<file path="src/rtl/exec_step_controller.sv">
// Run/halt/single-step sequencer producing one-cycle CPU clock-enable pulses on CLK100MHZ.
// Optional breakpoint matching is compiled in with `define BREAKPOINT_EN.
`ifndef PC_SIZE
`define PC_SIZE 16
`endif

module exec_step_controller #(
  parameter int unsigned DIV_WIDTH       = 21,
  parameter int unsigned DEBOUNCE_CYCLES = 1000000,
  parameter int unsigned PC_W            = `PC_SIZE
) (
  input  logic            CLK100MHZ,
  input  logic            RESETN,
  input  logic            run_sw,
  input  logic            step_btn,
  input  logic [1:0]      step_in,
  input  logic [PC_W-1:0] pc_in,
  input  logic            cpu_halted,
  input  logic            bp_en,
  input  logic [PC_W-1:0] bp_pc,
  output logic            cpu_ce,
  output logic [2:0]      state_out
);

  localparam int unsigned DbW = (DEBOUNCE_CYCLES > 1) ? $clog2(DEBOUNCE_CYCLES) : 1;

  typedef enum logic [2:0] {
    StIdle   = 3'd0,
    StRun    = 3'd1,
    StStep   = 3'd2,
    StBreak  = 3'd3,
    StHalted = 3'd4
  } state_e;

  state_e         state_q, state_d;
  logic           cpu_ce_q, cpu_ce_d;
  logic           pulsed_once_q, pulsed_once_d;
  logic [DIV_WIDTH-1:0] div_q;
  logic           run_meta_q, run_sync_q;
  logic           btn_meta_q, btn_sync_q;
  logic [DbW-1:0] db_cnt_q;
  logic           db_level_q, db_prev_q;
  logic           tick, step_req, bp_hit, at_boundary;

  always_ff @(posedge CLK100MHZ or negedge RESETN) begin
    if (!RESETN) begin
      div_q      <= '0;
      run_meta_q <= 1'b0;
      run_sync_q <= 1'b0;
      btn_meta_q <= 1'b0;
      btn_sync_q <= 1'b0;
    end else begin
      div_q      <= div_q + {{(DIV_WIDTH-1){1'b0}}, 1'b1};
      run_meta_q <= run_sw;
      run_sync_q <= run_meta_q;
      btn_meta_q <= step_btn;
      btn_sync_q <= btn_meta_q;
    end
  end

  // Counter runs only while the synchronised level disagrees with the accepted one, so any
  // bounce back to the accepted level restarts it.
  always_ff @(posedge CLK100MHZ or negedge RESETN) begin
    if (!RESETN) begin
      db_cnt_q   <= '0;
      db_level_q <= 1'b0;
      db_prev_q  <= 1'b0;
    end else begin
      db_prev_q <= db_level_q;
      if (btn_sync_q != db_level_q) begin
        if (db_cnt_q == DbW'(DEBOUNCE_CYCLES - 1)) begin
          db_level_q <= btn_sync_q;
          db_cnt_q   <= '0;
        end else begin
          db_cnt_q <= db_cnt_q + DbW'(1);
        end
      end else begin
        db_cnt_q <= '0;
      end
    end
  end

  assign tick        = &div_q;
  assign at_boundary = (step_in == 2'd0);
  assign step_req    = db_level_q & ~db_prev_q & ((state_q == StIdle) || (state_q == StBreak));

`ifdef BREAKPOINT_EN
  assign bp_hit = bp_en & at_boundary & (pc_in == bp_pc);
`else
  logic unused_bp;
  assign unused_bp = ^{bp_en, bp_pc, pc_in};
  assign bp_hit    = 1'b0;
`endif

  always_comb begin
    state_d       = state_q;
    cpu_ce_d      = 1'b0;
    pulsed_once_d = pulsed_once_q;
    unique case (state_q)
      StIdle: begin
        if (run_sync_q) begin
          state_d = StRun;
        end else if (step_req) begin
          state_d       = StStep;
          pulsed_once_d = 1'b0;
        end
      end
      StRun: begin
        if (tick) begin
          if (cpu_halted) begin
            state_d = StHalted;
          end else if (!run_sync_q && at_boundary) begin
            state_d = StIdle;
          end else if (bp_hit) begin
            state_d = StBreak;
          end else begin
            cpu_ce_d = 1'b1;
          end
        end
      end
      StStep: begin
        if (tick) begin
          if (cpu_halted) begin
            state_d = StHalted;
          end else if (pulsed_once_q && at_boundary) begin
            state_d = StIdle;
          end else begin
            cpu_ce_d      = 1'b1;
            pulsed_once_d = 1'b1;
          end
        end
      end
      StBreak: begin
        if (step_req) begin
          state_d       = StStep;
          pulsed_once_d = 1'b0;
        end else if (!run_sync_q) begin
          state_d = StIdle;
        end
      end
      StHalted: state_d = StHalted;
      default:  state_d = StIdle;
    endcase
  end

  always_ff @(posedge CLK100MHZ or negedge RESETN) begin
    if (!RESETN) begin
      state_q       <= StIdle;
      cpu_ce_q      <= 1'b0;
      pulsed_once_q <= 1'b0;
    end else begin
      state_q       <= state_d;
      cpu_ce_q      <= cpu_ce_d;
      pulsed_once_q <= pulsed_once_d;
    end
  end

  assign cpu_ce    = cpu_ce_q;
  assign state_out = state_q;

endmodule

</file>
<file path="config.mk">
export PLATFORM = sky130hd
export DESIGN_NAME = exec_step_controller
export DESIGN_NICKNAME = d
export VERILOG_FILES = /design/src/rtl/exec_step_controller.sv
export SDC_FILE = /design/constraint.sdc
export NUM_CORES = 1
export LEC_CHECK = 0
export BUFFER_PORTS_ARGS = -buffer_cell sky130_fd_sc_hd__buf_2
export CORE_MARGIN = 5
export CORE_UTILIZATION = 30
export DETAILED_ROUTE_END_ITERATION = 7
export GPL_TIMING_DRIVEN = 0
export SETUP_SLACK_MARGIN = 0.5
export SLEW_MARGIN = 20
export SYNTH_ARGS = -nofsm -noshare
export SYNTH_HDL_FRONTEND = slang
export SYNTH_SLANG_ARGS = --single-unit
</file>
<file path="constraint.sdc">
create_clock -name CLK100MHZ -period 1.91 [get_ports CLK100MHZ]
set_input_delay 0.0955 -clock CLK100MHZ [delete_from_list [all_inputs] [get_ports CLK100MHZ]]
set_output_delay 0.0955 -clock CLK100MHZ [all_outputs]
set_load 0.02 [all_outputs]
</file>
==> results of run 1 <==
-- final cells by class --
type / count / area, µm²
Buffer: 6 / 63.8
Clock buffer: 6 / 72.6
Clock inverter: 2 / 16.3
Fill cell: 751 / 4700
Inverter: 9 / 33.8
Multi-Input combinational cell: 155 / 1260
Sequential cell: 52 / 1310
Tap cell: 102 / 128
Timing Repair Buffer: 30 / 225
-- Yosys cell counts, types with 2 or more instances --
cell	instances
a21oi_1	7
and2_1	2
and3_1	4
and3_2	2
and4_1	3
buf_2	2
buf_4	2
dfrtp_1	52
ha_1	2
inv_1	9
nand2_1	12
nand3_1	23
nand4_1	6
nand4_2	2
nor2_1	18
nor3_1	3
nor4b_1	4
o21ai_0	4
o31ai_1	3
or3_1	5
or4_1	2
or4_4	2
xnor2_1	17
xor2_1	15
-- power groups by stage --
stage	combinational [mW]	clock, mW	sequential (mW)
floorplan	0.0254	0	1.14
global route	0.0827	0.699	1.12
global placement	0.0597	0	1.14
detailed placement	0.0605	0	1.14
CTS	0.0678	0.653	1.12
finish	0.0712	0.627	1.12
-- state kept, by name (all words and copies together), names as in the netlist --
register and count:
btn_meta_q 1, btn_sync_q 1, div_q 21, db_prev_q 1, cpu_ce 1, run_sync_q 1
state_out 3, db_level_q 1, pulsed_once_q 1, db_cnt_q 20, run_meta_q 1
-- final timing paths --
| kind | start | to | cells past startpoint |
|---|---|---|---|
| max | db_cnt_q[14] | db_cnt_q[3] | 5 |
| min | cpu_halted | state_out[2] | 3 |
| max reg2reg | db_cnt_q[14] | db_cnt_q[3] | 5 |
| min reg2reg | btn_meta_q | btn_sync_q | 0 |
| max in group asynchronous | RESETN | run_sync_q | 2 |
| min in group asynchronous | RESETN | db_cnt_q[15] | 2 |
-- worst register-to-register path, stage by stage, from the launching register on --
cell and delay [ps]:
dfrtp_1 390, nand2_1 70, or4_4 560, o31ai_4 230
buf_6 200, nor2_1 60
-- kinds of logic (layout without fill, tap and decap cells) --
logic type / Yosys count / in the layout / synth area share [%]
simple gates: 96 / 96 / 23.2
flops: 52 / 52 / 53.4
xor+xnor: 32 / 32 / 11.5
compound gates: 24 / 24 / 7.29
buf+inv: 15 / 53 / 3.18
fa+ha+maj: 2 / 2 / 1.03
mux: 1 / 1 / 0.462
-- per-layer routing --
metal | wire, µm | vias to the layer above | GRT usage (%)
met5 | 0 | - | 0
met4 | 53 | 0 | 2.80
met3 | 123 | 5 | 2.02
met2 | 2230 | 21 | 14.3
met1 | 2290 | 874 | 13.3
li1 | - | 860 | -
-- per-stage QoR --
stage / util [%] / cell area [µm²] / hold slack, ps / setup WS, ps
6_report: 39.8 / 3110 / 108 / 300
5_1_grt: 39.8 / 3110 / 111 / 220
4_1_cts: 37.7 / 2940 / 81.8 / 286
3_5_place_dp: 34.6 / 2700 / 173 / 161
3_3_place_gp: 34.6 / 2700 / 223 / 158
2_1_floorplan: - / 2520 / -200 / 357
-- timing repair --
item	CTS	global route
hold buffers	3	0
gates resized for setup	8	28
buffers inserted	10	7
hold endpoints to repair	54	0
endpoints found under the setup margin	31	34
pin swaps	4	11
-- cell usage in the layout (no fill, tap or decap), types with 4 or more instances in the layout --
cell type  count
o21ai_0        4
xnor2_1       15
and3_1         4
clkbuf_8       5
buf_2          9
inv_1          9
nand2_1       12
dfrtp_1       42
buf_4         14
nand4_1        6
nand3_1       15
nor2_1        18
xor2_1        15
nand3_2        6
dfrtp_2       10
buf_6          9
a21oi_2        6
==> impl_metrics.ini, run 1 <==
[synthesis]
yosys_warnings = 0
yosysTopAreaCell = dfrtp_1
ys_ff_latch = 52
avgSynthCellArea_um2 = 11.0
netlist_instances = 222
ys_seq_area_share_pct = 53.4
synth_top_area_share_pct = 53.4
yosysUniqueCellTypes = 45
synth-main-ff-cell = dfrtp_1
yosys-top-cells-area = dfrtp_1 (53%), xnor2_1 (6.1%), xor2_1 (5.4%)
syn-cell-area_mm2 = 0.00244
ys_async_sr_fraction_pct = 100
synth_nets = 264
synth_edf_count = 0

[global_routing]
antenna_found_initial = 0
overflow = 0
grt_pass1_vias = 1642
grt_first_pass_wirelength_mm = 7.76
grt_max_degree = 53
grt_usage_pct = 9.38

[floorplan]
rows = 32
coreArea_mm2 = 0.00781
start_util_pct = 31.2
dieArea_mm2 = 0.0100
die_y_um = 100
die_w_um = 100
ios = 44

[cts]
clk_pin_slew_ps = 90
clock_path_buffers = 2
cts_buffers = 5
cts-root-buf = clkbuf_8
cts_tree = done
clkLatencyLatePin_ps = 300
cts.htree.levels = 2
cts_sinks = 52

[power_and_ir_drop]
ir_drop_mv = 0.288
switching_share_pct = 23.0
p_per_area_mw_per_mm2 = 585
p_sw_uw = 419
p_int_mw = 1.40
seqPwrFrac_pct = 61.6
comb_power_share_pct = 3.9
p_clk_share_pct = 34.5
power_mw = 1.82
p_leak_nw = 1.30

[place]
dp_cells = 334
place.detailed.hpwl_mm = 2.94
port_buffers = 10
gp_congestion = 0.729

[timing]
rsz0062_at_grt = true
period_needed_ps = 1610
setup_viol = 0
worst_slew_pin_slew_ps = 661
fin_setup_tns_ps = 0
slew_headroom_pct = 55.9
fin_skew_ps = 4.65
hold_viol = 0
max_freq_mhz = 621
post-route-period-util_pct = 84.3
maxSlewViolCount = 0

[critical_path]
r2r_slack_ps = 300
cp_num_buf_inv = 1
crit_required_ps = 2110
arrival_ps = 1810
crit_path_max_fanout = 10
slowest_delay_ps = 560
crit_family = simple AND/OR/NAND/NOR gates
startpoint_type = flop
path_cells = nand2_1, or4_4, o31ai_4, buf_6, nor2_1
criticalPathCategory = reg -> reg
worst_path_max_delay_cell = or4_4
timing.critical_path.to_type = flop

[run]
maxCapViolCount = 0

[run_status]
outcome = finished clean

[min_path]
hold_class = in -> reg

[cells_and_area]
drive_gt1_share_pct = 34.2
instances_no_fill = 362
fin_nets = 301
diodes = 0
area_growth_pct = 27.5

[drt]
vias_per_cell = 4.86
totalWireLength_mm = 4.69
drtIter0Drc = 86
drc = 0
final_antenna_net_count = 0
firstDrtPassIters = 4
num_vias = 1760
wl_per_cell_um = 13.0
Note: power is estimated with default switching activity, not from simulation.
==> inputs of run 2 (changes only) <==
==> constraint.sdc (replaced) <==
create_clock -name CLK100MHZ -period 1.7 [get_ports CLK100MHZ]
set_input_delay 0.085 -clock CLK100MHZ [delete_from_list [all_inputs] [get_ports CLK100MHZ]]
set_output_delay 0.085 -clock CLK100MHZ [all_outputs]
set_load 0.02 [all_outputs]
==> run 2 against run 1 <==
Worst hold slack gained 3.4 ps. Setup slack lost 210 ps. Combinational power grew 23%. Critical endpoint is now db_cnt_q[19]. Sequential power grew 13%. Largest cell class is now multi-input gates. Routed wire length grew 6.9%. First-iteration DRC count shrank 20%. Largest power group unchanged. Clock-buffer cell count shrank 1. Critical path depth is the same. Register-to-register slack lost 210 ps.
==> impl_metrics.ini, run 2 (same netlist as run 1, synthesis figures left out) <==
[cts]
cts.htree.levels = 2
cts_sinks = 52
clock_path_buffers = 2
cts_tree = done
cts-root-buf = clkbuf_8
clkLatencyLatePin_ps = 310
cts_buffers = 5
clk_pin_slew_ps = 90

[global_routing]
antenna_found_initial = 0
grt_first_pass_wirelength_mm = 8.64
grt_pass1_vias = 1832
grt_max_degree = 53
gr-usage-met1_pct = 14.0
overflow = 0
grt.met3_usage_pct = 2.29
busiest_layer = met2
grt_usage_pct = 10.7
grtUsageMet2_pct = 17.2

[run]
maxCapViolCount = 0

[drt]
drtIter0Drc = 69
wl_per_cell_um = 13.3
vias_per_cell = 4.87
num_vias = 1832
final_antenna_net_count = 0
firstDrtPassIters = 4
drc = 0
totalWireLength_mm = 5.02

[cells_and_area]
fin_util_pct = 42.4
fill_cells = 750
instances_no_fill = 376
drive_gt1_share_pct = 41.6
fin_nets = 315
largest_register = div_q
final_cell_mix = dfrtp_1 (41), buf_4 (25), xnor2_1 (15), xor2_1 (15), nor2_1 (15)
layout_commonest_cell = dfrtp_1
largest_reg_flops = 21
area_growth_pct = 35.8
diodes = 0

[floorplan]
dieArea_mm2 = 0.0100
start_util_pct = 31.2
rows = 32
ios = 44
die_w_um = 100
die_y_um = 100
coreArea_mm2 = 0.00781

[critical_path]
slowest_delay_ps = 420
startpoint_type = flop
path_cells = nand4_1, or2_1, buf_6, or4_1, a21oi_2
criticalPathCategory = reg -> reg
arrival_ps = 1850
crit_family = simple AND/OR/NAND/NOR gates
worst_path_max_delay_cell = or4_1
timing.critical_path.to_type = flop
crit_path_max_fanout = 9
cp_num_buf_inv = 1
crit_required_ps = 1940

[timing]
slew_headroom_pct = 56.3
hold_viol = 0
maxSlewViolCount = 0
post-route-period-util_pct = 94.7
period_needed_ps = 1610
max_freq_mhz = 621
fin_ws_ps = 90.5
fin_skew_ps = 12.0
setup_viol = 0
worst_slew_pin_slew_ps = 656
fin_setup_tns_ps = 0
rsz0062_at_grt = true

[place]
dp_cells = 334
place.detailed.hpwl_mm = 3.03
gp_congestion = 0.720
port_buffers = 10
dp_slack_ps = 17.1

[run_status]
outcome = finished clean

[power_and_ir_drop]
p_leak_nw = 1.40
p_per_area_mw_per_mm2 = 629
ir_drop_mv = 0.329

[min_path]
hold_class = in -> reg
==> run 2: report_power, final <==
part | internal [mW] | switching (mW) | total [mW] | leakage, nW
clock network | 0.301 | 0.438 | 0.739 | 0.0487
logic | 0.0360 | 0.0515 | 0.0874 | 0.680
registers | 1.25 | 0.0105 | 1.26 | 0.673
total | 1.58 | 0.500 | 2.08 | 1.40
==> run 2: area by class of cell <==
type                       count  area (µm²)  area share, %
buffer                         6        67.6           2.04
clock buffer                   5        68.8           2.08
clock inverter                 3        26.3          0.794
inverter                       9        33.8           1.02
multi-input combinational    155        1330           40.2
sequential                    52        1320           39.7
tap                          102         128           3.85
timing repair buffer          44         342           10.3
==> run 2: per-stage QoR <==
| step | total power, mW | area [µm²] | hold WS, ps |
|---|---|---|---|
| floorplan | 1.31 | 2570 | -211 |
| global placement | 1.35 | 2750 | 195 |
| detailed placement | 1.35 | 2750 | 166 |
| CTS | 2.12 | 3130 | 104 |
| global route | 2.19 | 3310 | 98.6 |
| finish | 2.08 | 3310 | 112 |
==> run 2: path summary, 6_finish.rpt <==
check	cells past startpoint	endpoint	slack [ps]	startpoint
worst max register to register	5	db_cnt_q[19]	90	db_cnt_q[3]
min in group asynchronous	2	div_q[17]	330	RESETN
worst min register to register	0	btn_sync_q	370	btn_meta_q
max in group asynchronous	2	db_cnt_q[9]	880	RESETN
worst min-delay path	3	state_out[2]	110	cpu_halted
worst max-delay path	5	db_cnt_q[19]	90	db_cnt_q[3]
==> run 2: worst register-to-register path: stages, from the launching register on <==
cell and delay (ps):
dfrtp_1 410, nand4_1 170, or2_1 270, buf_6 140
or4_1 420, a21oi_2 140
==> run 2: what timing repair did <==
| action | CTS | global route |
|---|---|---|
| cloned | 0 | 0 |
| pin swaps | 14 | 6 |
| endpoints found under the setup margin | 36 | 43 |
| setup buffers | 22 | 9 |
| endpoints found under the hold margin | 54 | 0 |
| gates resized for setup | 20 | 26 |
| hold buffers | 3 | 0 |
==> run 2: routing by layer <==
layer	up-vias	routed length, µm
met1	901	2290
li1	889	-
met3	6	180
met5	-	0
met4	0	74
met2	36	2470
